==> src/rtl/uart_pkg.sv <==
// uart_pkg -- shared UART receiver definitions.
//   UART_CLKS_PER_BIT_DEFAULT : default clk_50M cycles per bit (500 kbps)
//   rx_state_e                : receiver FSM states
//   rx_push_t                 : byte hand-off from the receiver to storage
package uart_pkg;

  localparam int UART_CLKS_PER_BIT_DEFAULT = 100;

  typedef enum logic [2:0] {
    ST_IDLE      = 3'd0,
    ST_START     = 3'd1,
    ST_DATA      = 3'd2,
    ST_STOP      = 3'd3,
    ST_WAIT_HIGH = 3'd4
  } rx_state_e;

  typedef struct packed {
    logic       vld;
    logic [7:0] data;
  } rx_push_t;

endpackage

==> src/rtl/uart_byte_fifo.sv <==
// uart_byte_fifo -- DEPTH-entry byte FIFO, head shown combinationally.
//   clk_50M, rst_n : clock, synchronous active-low reset
//   push/push_data : write request; accepted when not full, or when full
//                    together with a pop
//   pop            : read request; ignored when empty
//   pop_data       : head entry (0 when empty)
//   full/empty     : occupancy flags
//   count          : occupied entries, 0..DEPTH
// DEPTH must be a power of two so the pointers wrap naturally.
module uart_byte_fifo #(
  parameter int DEPTH = 8
) (
  input  logic                     clk_50M,
  input  logic                     rst_n,
  input  logic                     push,
  input  logic [7:0]               push_data,
  input  logic                     pop,
  output logic [7:0]               pop_data,
  output logic                     full,
  output logic                     empty,
  output logic [$clog2(DEPTH):0]   count
);

  localparam int AW = $clog2(DEPTH);

  logic [7:0]    mem [DEPTH];
  logic [AW-1:0] wr_ptr, rd_ptr;
  logic          wr_en, rd_en;

  assign full     = (count == (AW+1)'(DEPTH));
  assign empty    = (count == '0);
  // A full FIFO still takes a byte when the head leaves on the same edge.
  assign wr_en    = push && (!full || pop);
  assign rd_en    = pop && !empty;
  assign pop_data = empty ? 8'h00 : mem[rd_ptr];

  always_ff @(posedge clk_50M) begin
    if (wr_en) mem[wr_ptr] <= push_data;
  end

  always_ff @(posedge clk_50M) begin
    if (!rst_n) begin
      wr_ptr <= '0;
      rd_ptr <= '0;
      count  <= '0;
    end else begin
      if (wr_en) wr_ptr <= wr_ptr + AW'(1);
      if (rd_en) rd_ptr <= rd_ptr + AW'(1);
      count <= count + (AW+1)'(wr_en) - (AW+1)'(rd_en);
    end
  end

endmodule

==> src/rtl/uart_rx_fifo.sv <==
// uart_rx_fifo -- 8N1 UART receiver with receive buffer.
//   clk_50M     : system clock, all logic on rising edge
//   rst_n       : synchronous active-low reset
//   uart_rx_pin : asynchronous serial line, idle high
//   rx_byte     : buffer head, valid while rx_valid
//   rx_valid    : buffer not empty
//   rx_ready    : consumer pop request (pop = rx_valid & rx_ready)
//   frame_error : 1-cycle pulse per frame with a low stop bit
//   overflow    : 1-cycle pulse per byte dropped on a full buffer
//   fifo_count  : occupied entries
// Build option: UART_RX_FIFO_EN defined -> FIFO_DEPTH-entry uart_byte_fifo;
// undefined -> single holding register (depth 1, FIFO_DEPTH ignored).
module uart_rx_fifo
  import uart_pkg::*;
#(
  parameter int CLKS_PER_BIT = UART_CLKS_PER_BIT_DEFAULT,
  parameter int FIFO_DEPTH   = 8
) (
  input  logic                          clk_50M,
  input  logic                          rst_n,
  input  logic                          uart_rx_pin,
  output logic [7:0]                    rx_byte,
  output logic                          rx_valid,
  input  logic                          rx_ready,
  output logic                          frame_error,
  output logic                          overflow,
  output logic [$clog2(FIFO_DEPTH):0]   fifo_count
);

  localparam int              CW       = $clog2(CLKS_PER_BIT + 1);
  localparam int              CNTW     = $clog2(FIFO_DEPTH) + 1;
  localparam logic [CW-1:0]   BIT_END  = CW'(CLKS_PER_BIT - 1);
  localparam logic [CW-1:0]   HALF_END = CW'(CLKS_PER_BIT / 2 - 1);

  logic [1:0]    sync_q;
  logic          rx_s;
  logic [1:0]    fill;
  logic          armed;
  rx_state_e     state;
  logic [CW-1:0] clk_cnt;
  logic [2:0]    bit_cnt;
  logic [7:0]    shreg;
  rx_push_t      push_req;
  logic          pop, full, empty;

  assign rx_s          = sync_q[1];
  assign push_req.vld  = (state == ST_STOP) && (clk_cnt == BIT_END) && rx_s;
  assign push_req.data = shreg;
  assign rx_valid      = !empty;
  assign pop           = rx_valid && rx_ready;

  // fill marks when the synchronizer holds real pin samples again after
  // reset (its preset 1s are not evidence of an idle line). armed records
  // that the line has been seen high since reset: a low line before that is
  // the tail of an abandoned frame, so it is skipped via WAIT_HIGH.
  always_ff @(posedge clk_50M) begin
    if (!rst_n) begin
      sync_q      <= 2'b11;
      fill        <= 2'b00;
      armed       <= 1'b0;
      state       <= ST_IDLE;
      clk_cnt     <= '0;
      bit_cnt     <= '0;
      shreg       <= '0;
      frame_error <= 1'b0;
      overflow    <= 1'b0;
    end else begin
      sync_q      <= {sync_q[0], uart_rx_pin};
      fill        <= {fill[0], 1'b1};
      frame_error <= 1'b0;
      overflow    <= push_req.vld && full && !pop;
      if (fill[1] && rx_s) armed <= 1'b1;
      case (state)
        ST_IDLE: begin
          if (fill[1] && !rx_s) begin
            state   <= armed ? ST_START : ST_WAIT_HIGH;
            clk_cnt <= '0;
            bit_cnt <= '0;
          end
        end
        ST_START: begin
          if (clk_cnt == HALF_END) begin
            state   <= rx_s ? ST_IDLE : ST_DATA;  // high = glitch
            clk_cnt <= '0;
          end else begin
            clk_cnt <= clk_cnt + CW'(1);
          end
        end
        ST_DATA: begin
          if (clk_cnt == BIT_END) begin
            shreg   <= {rx_s, shreg[7:1]};        // LSB first
            clk_cnt <= '0;
            bit_cnt <= bit_cnt + 3'd1;
            if (bit_cnt == 3'd7) state <= ST_STOP;
          end else begin
            clk_cnt <= clk_cnt + CW'(1);
          end
        end
        ST_STOP: begin
          if (clk_cnt == BIT_END) begin
            clk_cnt <= '0;
            if (rx_s) begin
              state <= ST_IDLE;
            end else begin
              frame_error <= 1'b1;
              state       <= ST_WAIT_HIGH;
            end
          end else begin
            clk_cnt <= clk_cnt + CW'(1);
          end
        end
        ST_WAIT_HIGH: if (rx_s) state <= ST_IDLE;
        default:      state <= ST_IDLE;
      endcase
    end
  end

`ifdef UART_RX_FIFO_EN
  uart_byte_fifo #(.DEPTH(FIFO_DEPTH)) u_fifo (
    .clk_50M   (clk_50M),
    .rst_n     (rst_n),
    .push      (push_req.vld),
    .push_data (push_req.data),
    .pop       (pop),
    .pop_data  (rx_byte),
    .full      (full),
    .empty     (empty),
    .count     (fifo_count)
  );
`else
  logic       hold_vld;
  logic [7:0] hold_data;

  always_ff @(posedge clk_50M) begin
    if (!rst_n) begin
      hold_vld  <= 1'b0;
      hold_data <= 8'h00;
    end else if (push_req.vld && (!hold_vld || pop)) begin
      hold_vld  <= 1'b1;
      hold_data <= push_req.data;
    end else if (pop) begin
      hold_vld  <= 1'b0;
    end
  end

  assign full       = hold_vld;
  assign empty      = !hold_vld;
  assign rx_byte    = hold_vld ? hold_data : 8'h00;
  assign fifo_count = CNTW'(hold_vld);
`endif

endmodule

==> config.mk <==
export PLATFORM = sky130hd
export DESIGN_NAME = uart_rx_fifo
export DESIGN_NICKNAME = d
export VERILOG_FILES = /design/src/rtl/uart_pkg.sv /design/src/rtl/uart_byte_fifo.sv /design/src/rtl/uart_rx_fifo.sv
export SDC_FILE = /design/constraint.sdc
export NUM_CORES = 1
export LEC_CHECK = 0
export BUFFER_PORTS_ARGS = -buffer_cell sky130_fd_sc_hd__buf_2
export CAP_MARGIN = 20
export CORE_UTILIZATION = 37
export CTS_CLUSTER_SIZE = 28
export DETAILED_ROUTE_END_ITERATION = 16
export PLACE_DENSITY = 0.6
export RECOVER_POWER = 100
export SLEW_MARGIN = 20
export SYNTH_ARGS = -nofsm -noshare
export SYNTH_HDL_FRONTEND = slang
export SYNTH_SLANG_ARGS = --single-unit
==> constraint.sdc <==
create_clock -name clk_50M -period 3.7 [get_ports clk_50M]
set_clock_uncertainty 0.05 [all_clocks]
set_input_delay 0.185 -clock clk_50M [delete_from_list [all_inputs] [get_ports clk_50M]]
set_output_delay 0.185 -clock clk_50M [all_outputs]
set_load 0.01 [all_outputs]
==> After elaboration in Yosys (flattened, before gate mapping) <==
Cells that the tools add are included.
{ "totals": {"ff_bits": 37, "latchBits": 0, "mem_bits_rw": 0, "mem_bits_ro": 0, "inputBits": 4, "mem_count": 0} }
{ "classes": {"addsub": 2, "n_mul": 0, "n_div": 0, "magnitude_cmp": 0, "eq_ne": 13, "shift": 0, "n_mux": 22, "bitwise_logic": 0, "n_reduce_logical": 22} }
{ "op_table": {"columns": ["op", "n"], "rows": [
  ["$mux 3", 10],
  ["$mux 7", 3],
  ["$pmux 7 s3", 1],
  ["$pmux 3 s5", 1],
  ["$ne 2x2->1 const B", 5],
  ["$logic_and 1x1->1", 8],
  ["$mux 8", 1],
  ["$add 7x1->7 const B", 1],
  ["$eq 7x6->1 const B", 1],
  ["$eq 7x7->1 const B", 1],
  ["$eq 3x2->1 const B", 2],
  ["$eq 3x3->1 const B", 2],
  ["$pmux 3 s2", 1],
  ["$reduce_and 3->1", 2],
  ["$reduce_and 6->1", 1],
  ["$mux 1", 4],
  ["$reduce_and 2->1", 2],
  ["$reduce_bool 2->1", 2],
  ["$add 3x1->3 const B", 1],
  ["$eq 3x1->1 const B", 1],
  ["$logic_not 1->1", 3],
  ["$logic_not 3->1", 1],
  ["$reduce_bool 3->1", 1],
  ["$mux 2", 1],
  ["other kinds (3)", 3]
]} }

==> Logic depth before layout (Yosys ltp) <==
Gate-level depths: netlist (run 1).
{ "logic_depth": {"word_depth": 5, "ltp_mapped": 7, "mapped_depth_nobuf": 6} }

==> Least setup slack after synthesis (run 1) <==
OpenSTA, ideal clock, no wires.
{ "synth_timing": {"path_type": "register to register", "startpoint": "register clk_cnt[0]", "endpoint": "register state[2]", "setup_time_ns": 0.096, "arrival_ns": 1.553, "required_ns": 3.554, "slack_ns": 2.001, "path_stages_with_launch": 7, "path_cell_list": "dfxtp_1 -> ha_1 -> and3b_1 -> clkbuf_1 -> a21boi_1 -> or2_1 -> o41ai_2"} }
{ "synth_between": {"elab_chain_cells": 3, "elab_cells_between_ends": 6, "cone_classes": "eq/ne (5); reduce/logical (1)"} }
{ "synth_rtl": {"columns": ["item", "line", "source"], "rows": [
  ["start: declaration", "uart_rx_fifo.sv:40", "logic [CW-1:0] clk_cnt;"],
  ["start signal: assignment", "uart_rx_fifo.sv:86", "clk_cnt <= clk_cnt + CW'(1);"],
  ["start signal: assignment", "uart_rx_fifo.sv:96", "clk_cnt <= clk_cnt + CW'(1);"],
  ["start signal: assignment", "uart_rx_fifo.sv:109", "clk_cnt <= clk_cnt + CW'(1);"],
  ["$eq 7x6->1 or $eq 7x7->1 (tied branches)", "uart_rx_fifo.sv:82, uart_rx_fifo.sv:90, uart_rx_fifo.sv:100", null],
  ["$ne 2x2->1 (no line) or $ne 2x1->1 (tied branches)", null, null],
  ["$reduce_and 6->1 (no line) (*)", null, null],
  ["end signal: assignment", "uart_rx_fifo.sv:76", "state <= armed ? ST_START : ST_WAIT_HIGH;"],
  ["end signal: assignment", "uart_rx_fifo.sv:83", "state <= rx_s ? ST_IDLE : ST_DATA;"],
  ["end: declaration", "uart_rx_fifo.sv:39", "rx_state_e state;"]
]} }
Mark *: on every way between the ends. The rest lies on a longest branch, timed or not.
A chain may end at the register's enable or synchronous reset.

==> Worst setup path in the final report (run 1) <==
{ "layout_timing": {"startpoint": "register clk_cnt[5]", "endpoint": "register bit_cnt[0]"} }
{ "layout_between": {"elab_chain_cells": 3} }
{ "layout_rtl": {"columns": ["item", "line", "source"], "rows": [
  ["$eq 7x7->1", "uart_rx_fifo.sv:90", "if (clk_cnt == BIT_END) begin"],
  ["$ne 2x2->1 (no line)", null, null],
  ["$reduce_and 3->1 (no line)", null, null],
  ["end signal: assignment", "uart_rx_fifo.sv:93", "bit_cnt <= bit_cnt + 3'd1;"],
  ["end: declaration", "uart_rx_fifo.sv:41", "logic [2:0] bit_cnt;"]
]} }
No other way between the ends.

==> results of run 1 <==
-- flip-flops by register name, summed over array words and instances (netlist names) --
signal       count
state            3
shreg            8
fill             2
overflow         1
hold_data        8
sync_q           2
clk_cnt          7
rx_valid         1
bit_cnt          3
frame_error      1
armed            1
-- synthesized netlist by cell type, types with 2 or more instances --
cell type,n,area share (%)
inv_1,4,0.89
buf_2,2,0.59
buf_4,4,1.8
a211oi_1,4,1.8
dfxtp_1,37,44
nor3_1,3,0.89
nand3_1,12,3.5
clkbuf_1,8,1.8
and2_1,10,3.7
xnor2_1,6,3.1
mux2i_1,9,5.3
nor2_1,20,4.4
nand4b_1,3,1.6
a21oi_1,12,3.5
nand2b_1,5,1.8
nor2b_1,2,0.74
nand2_1,10,2.2
ha_1,4,3.0
o21ai_0,13,3.8
nor3b_1,2,0.89
o22a_1,2,1.0
-- cell type report --
type	count	area [um^2]
flip-flops and latches	37	741
repair buffers	15	65.1
multi-input cells	138	852
clock buffers	6	72.6
clock inverters	2	10.0
inverters	4	15.0
fillers	453	2560
well taps	52	65.1
-- critical path, cell delays in order (launching register included) --
cell and delay (ps):
dfxtp_1 370, nor3b_1 470, nand4b_1 660, nor2b_1 350
a311oi_1 220
-- metal layers --
metal | up-vias | part of all wire [%]
li1 | 684 | -
met1 | 626 | 53
met2 | 16 | 43
met3 | 5 | 2.2
met4 | 0 | 1.7
met5 | - | 0
-- path summary, 6_finish.rpt --
kind                           startpoint                       to  slack, ps
setup reg to reg  clk_cnt[5]$_SDFFE_PN0P_  bit_cnt[0]$_SDFFE_PN0P_       1490
hold reg to reg      sync_q[0]$_SDFF_PN1_     sync_q[1]$_SDFF_PN1_        360
setup / recovery  clk_cnt[5]$_SDFFE_PN0P_  bit_cnt[0]$_SDFFE_PN0P_       1490
hold / removal                uart_rx_pin     sync_q[0]$_SDFF_PN1_         30
-- stage by stage --
stage,utilization (%),hold slack (ps),power (uW),std cells
3_3_place_gp,40.2,317,452,246
6_report,41.5,30.9,705,254
3_5_place_dp,40.2,322,452,246
5_1_grt,41.5,29.1,738,254
2_1_floorplan,-,163,446,195
4_1_cts,42.1,18.0,721,254
-- logic make-up (layout without fill, tap and decap cells) --
kind of cell               Yosys count  count (layout)  synth area share (%)
DFF                                 37              37                  43.8
AOI/OAI and AO/OA                   41              41                  15.7
other                                1               3                 0.222
xor gates and xnor gates             6               6                  3.10
adders and majority gates            4               4                  2.96
buffers and inverters               20              27                  5.54
and+or+nand+nor                     75              75                  23.4
muxes                                9               9                  5.32
-- power groups by stage --
stage	clock network (uW)	registers, uW	logic, uW
2_1_floorplan	0	415	31.1
3_3_place_gp	0	421	31.2
3_5_place_dp	0	421	31.4
4_1_cts	278	411	31.3
5_1_grt	293	412	32.5
6_report	265	412	28.8
==> run metrics, run 1 <==
Slew @ Worst Pin=approximately 810 ps; # DRC=0; min Tclk post-route=2210 ps; Initial Utilization=between 30 and 40%; final wirelength=around 3.1 mm; status=complete, no violations; class of the most critical setup path=flop to flop; final layout net count=209; largest net degree at the start of global routing=21; gr busiest metal=met2; Req. time, crit path=between 3000 and 4000 ps; Leak=0.000696 uW; Synth Instances=193; GP Congestion=0.786; Max Slew Vio Count=0; met2 Use GR=21.7%; cts bufs inserted=5; Relative slew margins=a little under half; CORE AREA=between 4000 and 5000 um^2; most frequent cells in the layout=dfxtp_1 (37), nor2_1 (20), o21ai_0 (13), nand3_1 (12), a21oi_1 (12); row cnt=24; # Max-Cap Violations=0; design area=1820 um^2; Die Ht=69.6 um; Cell Area, Synth=1690 um^2; Antenna Cells=0; Post-Route Setup TNS=0 ps; switching fraction of total power=22.9%; TritonCTS clock tree=yes; Longest Clk Path Bufs=2; Overflow after GRT=0; Netlist cell types=42; async set-reset flop share out of synthesis=0%; vias in the first global route=1248; met3 global-route usage=4.36%; reg2reg path depth=4; pre-CTS worst setup slack=1440 ps; Final setup viols=0; Post-DRT Antenna Nets=0; DR vias=1331; Detail Placement HPWL=2.23 mm; initial DRC count=96; first-pass GRT wire length=5.51 mm; DR WL/cell=12.3 um; Worst-Skew Late Latency=280 ps; grt met1 use=18.5%; Syn-to-layout area delta=7.54%; Fmax=453 MHz; Final Hold Fails=0; buffers added on ports=15; CP endpoint kind=flop; CP Data Arrival Time=roughly 2400 ps; total placed instance area=1760 um^2; cts repair resizes=0; DR pass1 iterations=4; top_reg_cell synth=dfxtp_1; postcts setup bufs=0; H-tree lvl count=2; Net Switching=around 160 uW; P_int=544 uW; Via density=5.24; CP max FO=11; critical path launch point type=flop; IO Count=19; sequential power share=58.4%; most common cell after layout, fill and taps aside=dfxtp_1; gr usage total=between 10% and 20%; Synth Warn #=0; initial antenna violation count=0; clock sink count=37; class of the worst hold path=primary input to flop; Comb pwr share=4.1%; RSZ-0062 raised after global routing=no; Post-Syn Area per Cell=8.77 um^2; area of the die=between 4000 and 5000 um^2; EDFF count, synth=0; Die W=69.6 um; Seq/Total Area, Yosys=43.8%; root buffer cell=clkbuf_8; VDD IR max=0.123 mV; final period utilization=59.7%; register clock-pin slew on the reported worst setup and hold paths=approximately 70 ps; layout cells sized above 1=under 10%; Final WS setup=1490 ps; Hold Path Cell Cnt=2; Clock power frac=37.6%; Hold Buf Count CTS=0; #FFs+latches synth=37; pwr/cell area=387 nW/um^2
Power figures use the tool's default switching activity.
==> run 2: changes to the inputs <==
clock period = 2.1 ns   (was 3.7 ns; I/O delays follow)
==> run 2 against run 1 <==
Effect of this change: routed wire length rose by 5.2%; largest power group unchanged; combinational power grew 110%; sequential power rose by 76%; flip-flop and latch count unchanged; critical path depth unchanged; first-iteration DRC count is 16% lower; highest routed layer unchanged; global-route usage up 0.92 points; sequential share of layout area fell by 1.7 points.
==> run metrics, run 2 (synthesis gave the netlist of run 1 again) <==
status=complete, no violations; Clock power frac=44.7% (+7.1 points); Finished Core Util=43.3% (+1.8 points); Syn-to-layout area delta=12.2%; Post-Route Setup TNS=0 ps (unchanged); row cnt=24 (unchanged); Relative slew margins=57.9% (+13 points); class of the worst hold path=primary input to flop; VDD IR max=0.256 mV (+110%); Detail Placement HPWL=2.24 mm (+0.76%); DR vias=1358 (+2.0%); initial antenna violation count=0 (unchanged); DR pass1 iterations=4 (unchanged); initial DRC count=81 (-16%); Max Slew Vio Count=0 (unchanged); TritonCTS clock tree=yes; CORE AREA=4380 um^2 (unchanged); clock sink count=37 (unchanged); P_int=1120 uW (+110%); RSZ-0062 raised after global routing=no; final period utilization=85.0% (+25 points); reg2reg path depth=4 (unchanged); layout cells sized above 1=7.69% (+0.76 points); Worst-Skew Late Latency=280 ps (about the same); Antenna Cells=0 (unchanged); largest net degree at the start of global routing=16 (-24%); class of the most critical setup path=flop to flop; Comb pwr share=4.3% (+0.2 points); critical path launch point type=flop; cts bufs inserted=5 (unchanged); Initial Utilization=38.6% (unchanged); H-tree lvl count=2 (unchanged); GP Congestion=0.780 (-0.81%); Hold Path Cell Cnt=3 (+1); most common cell after layout, fill and taps aside=dfxtp_1; Req. time, crit path=2250 ps (-1600 ps); Final setup viols=0 (unchanged); Die W=69.6 um (unchanged); Post-DRT Antenna Nets=0 (unchanged); Net Switching=298 uW (+85%); final wirelength=3.30 mm (+5.2%); # Max-Cap Violations=0 (unchanged); hold_ws=130 ps (+99.0 ps); Longest Clk Path Bufs=2 (unchanged); most frequent cells in the layout=dfxtp_1 (37), nor2_1 (20), o21ai_0 (13), clkbuf_1 (13); register clock-pin slew on the reported worst setup and hold paths=70 ps (about the same); area of the die=4850 um^2 (unchanged); buffers added on ports=15 (unchanged); # DRC=0 (unchanged); DR WL/cell=12.7 um (+2.8%); Leak=0.000728 uW (+4.5%); IO Count=19 (unchanged); switching fraction of total power=20.9% (-1.9 points); Die Ht=69.6 um (unchanged); final layout net count=215 (+2.9%); Final Hold Fails=0 (unchanged); CP endpoint kind=flop; gr usage total=15.2% (+0.92 points); top flop regs=hold_data x8, shreg x8, clk_cnt x7; pwr/cell area=748 nW/um^2 (+93%); root buffer cell=clkbuf_8; vias in the first global route=1244 (-0.32%); first-pass GRT wire length=5.84 mm (+6.0%); CP Data Arrival Time=1930 ps (-420 ps); Overflow after GRT=0 (unchanged); Slew @ Worst Pin=632 ps (-182 ps); CP max FO=4 (-7); sequential power share=51.0% (-7.4 points); Fmax=560 MHz (+24%); Via density=5.22 (-0.33%); min Tclk post-route=1790 ps (-422 ps)
-- run 2: area by class of cell --
class,instances,area [um^2]
Inverter,4,15.0
Tap cell,52,65.1
Multi-Input combinational cell,138,860
Clock buffer,7,86.3
Clock inverter,1,30.0
Sequential cell,37,741
Timing Repair Buffer,21,103
Fill cell,458,2480
-- run 2: per-layer routing --
| layer | GRT usage (%) | part of all wire [%] | vias to the layer above |
|---|---|---|---|
| li1 | - | - | 692 |
| met1 | 20.9 | 53 | 641 |
| met2 | 21.7 | 42 | 20 |
| met3 | 3.92 | 2.8 | 5 |
| met4 | 8.00 | 2.3 | 0 |
| met5 | 0 | 0 | - |
-- run 2: critical path, cell delays in order (launching register included) --
cell     delay, ps
dfxtp_1        380
or3b_1         380
o31a_1         300
or2_0          260
o41ai_2        320
-- run 2: path summary, 6_finish.rpt --
check                                to                     from  slack, ps
hold / removal      overflow$_SDFF_PN0_                 rx_ready        130
setup reg to reg  state[2]$_SDFFE_PN0P_  clk_cnt[5]$_SDFFE_PN0P_        310
hold reg to reg    sync_q[1]$_SDFF_PN1_     sync_q[0]$_SDFF_PN1_        360
setup / recovery  state[2]$_SDFFE_PN0P_  clk_cnt[5]$_SDFFE_PN0P_        310
-- run 2: repair_timing --
action	CTS	global route
hold buffers	1	0
buffers inserted	0	0
setup endpoints to repair	0	0
endpoints found under the hold margin	1	0
gates resized for setup	0	0
-- run 2: stage by stage --
stage / setup WS (ps) / instance area, um^2 / total power, uW / cells
2_1_floorplan: 401 / 1700 / 786 / 195
3_3_place_gp: 349 / 1800 / 803 / 251
3_5_place_dp: 335 / 1800 / 803 / 251
4_1_cts: 313 / 1930 / 1440 / 260
5_1_grt: 118 / 1900 / 1480 / 260
6_report: 314 / 1900 / 1420 / 260
-- run 2: power by group through the flow --
stage | Sequential (uW) | Combinational, uW | Clock (uW)
floorplan | 731 | 54.9 | 0
global placement | 741 | 61.4 | 0
finish | 725 | 61.0 | 634
global route | 726 | 68.0 | 685
CTS | 724 | 64.1 | 654
detailed placement | 741 | 61.9 | 0
==> run 3: changes to the inputs <==
RECOVER_POWER = default   (was 100)
==> run 3 against run 2 <==
Effect of this change: routed wire length up 0.42%; register-to-register slack about the same; design area up 1.4%; flip-flop and latch count unchanged; first-iteration DRC count up 6.2%; count of clock-buffer cells in the layout unchanged; clock power about the same; sequential power about the same; combinational power up 4.1%; global-route usage unchanged; cell count unchanged; die area unchanged; critical endpoint unchanged.
==> run metrics, run 3 (synthesis gave the netlist of run 1 again) <==
most frequent cells in the layout=dfxtp_1 (37), nor2_1 (20), buf_2 (15), o21ai_0 (13); Worst-Skew Late Latency=290 ps (about the same); status=complete, no violations; vias in the first global route=1244 (unchanged); Req. time, crit path=2250 ps (about the same); CORE AREA=4380 um^2 (unchanged); Overflow after GRT=0 (unchanged); HP Start=rst_n; Die Ht=69.6 um (unchanged); Final Hold Fails=0 (unchanged); DR vias=1361 (+0.22%); final wirelength=3.31 mm (+0.42%); Syn-to-layout area delta=13.7%; critical path launch point type=flop; Leak=0.000785 uW (+7.8%); TritonCTS clock tree=yes; # DRC=0 (unchanged); CP peak stage delay=390 ps (about the same); clock sink count=37 (unchanged); RSZ-0062 raised after global routing=no; VDD IR max=0.259 mV (+0.89%); critical path's slowest cell=or3b_1; area of the die=4850 um^2 (unchanged); CP Buf/Inv Count=0 (unchanged); initial DRC count=86 (+6.2%); IO Count=19 (unchanged); CP endpoint kind=flop; CP max FO=4 (unchanged); CP Data Arrival Time=1950 ps (+20 ps); final period utilization=85.6% (+0.61 points); row cnt=24 (unchanged); flop-to-flop setup slack=300 ps (about the same); final layout net count=215 (unchanged); class of the worst hold path=primary input to flop; number of fill cells=445 (-2.8%); DR WL/cell=12.7 um (+0.42%); class of the most critical setup path=flop to flop; Max Slew Vio Count=0 (unchanged); Via density=5.23 (+0.22%); Detail Placement HPWL=2.24 mm (unchanged); RR Startpoint=clk_cnt[5]$_SDFFE_PN0P_; gr usage total=15.2% (unchanged); Fmax=556 MHz (-0.71%); Longest Clk Path Bufs=2 (unchanged); register clock-pin slew on the reported worst setup and hold paths=70 ps (about the same); root buffer cell=clkbuf_8; Total Power=1420 uW (+0.29%); Initial Utilization=38.6% (unchanged); buffers added on ports=15 (unchanged); most common cell after layout, fill and taps aside=dfxtp_1; Post-Route Setup TNS=0 ps (unchanged); Post-DRT Antenna Nets=0 (unchanged); layout cells sized above 1=13.9% (+6.3 points); # Max-Cap Violations=0 (unchanged); Antenna Cells=0 (unchanged); cells along the critical path=or3b_1, o31a_1, or2_1, o41ai_2; DR pass1 iterations=4 (unchanged); min Tclk post-route=1800 ps (+12.8 ps); postcts setup bufs=0 (unchanged); first-pass GRT wire length=5.84 mm (unchanged); cts bufs inserted=5 (unchanged); initial antenna violation count=0 (unchanged); Die W=69.6 um (unchanged); GP Congestion=0.780 (unchanged); H-tree lvl count=2 (unchanged); pwr/cell area=740 nW/um^2 (-1.1%); largest net degree at the start of global routing=16 (unchanged); Setup crit start=clk_cnt[5]$_SDFFE_PN0P_; delay-heaviest family, CP=simple AND/OR/NAND/NOR gates; Final setup viols=0 (unchanged); top flop regs=hold_data x8, shreg x8, clk_cnt x7
run 3: cell count changes in the layout (fill, tap and decap cells not counted), sizes merged:
cell / change
clkbuf: -13
buf: +13
run 3: report_power, final:
part	switching [uW]	leakage (uW)	internal (uW)
clock network	249	0.0000585	387
registers	14.6	0.000299	711
logic	36.3	0.000427	27.2
total	300	0.000785	1120
run 3: worst reg2reg max path, cell delays in order, from the launching register on:
cell	delay (ps)
dfxtp_1	380
or3b_1	390
o31a_1	320
or2_1	260
o41ai_2	320
run 3: layer usage:
metal / share of wire [%] / global-route usage (%)
met2: 42 / 21.7
met5: 0 / 0
met1: 54 / 20.9
met4: 2.3 / 8.00
met3: 1.8 / 3.92
run 3: path summary, 6_finish.rpt:
check,endpoint,cells past startpoint
max,state[2]$_SDFFE_PN0P_,4
min,fill[0]$_DFF_P_,1
max reg2reg,state[2]$_SDFFE_PN0P_,4
min reg2reg,sync_q[1]$_SDFF_PN1_,1
run 3: area by class of cell:
cell class	count	area, um^2	share of cell area (%)
multi-input cells	138	866	45.0
flip-flops and latches	37	741	38.5
repair buffers	21	123	6.37
clock buffers	7	86.3	4.48
well taps	52	65.1	3.38
clock inverters	1	30.0	1.56
inverters	4	15.0	0.780
run 3: through the flow:
stage | cells | area (um^2) | hold slack, ps | utilization [%] | setup WS, ps
final | 260 | 1930 | 47.7 | 43.9 | 302
after global routing | 260 | 1930 | 48.3 | 43.9 | 155
after CTS | 260 | 1930 | 38.7 | 43.9 | 313
after detailed placement | 251 | 1800 | 243 | 41.0 | 335
after global placement | 251 | 1800 | 242 | 41.0 | 349
after floorplan | 195 | 1700 | 82.7 | - | 401
run 3: what timing repair did:
action	CTS	global route
hold buffers	1	0
gates resized for setup	0	0
endpoints found under the hold margin	1	0
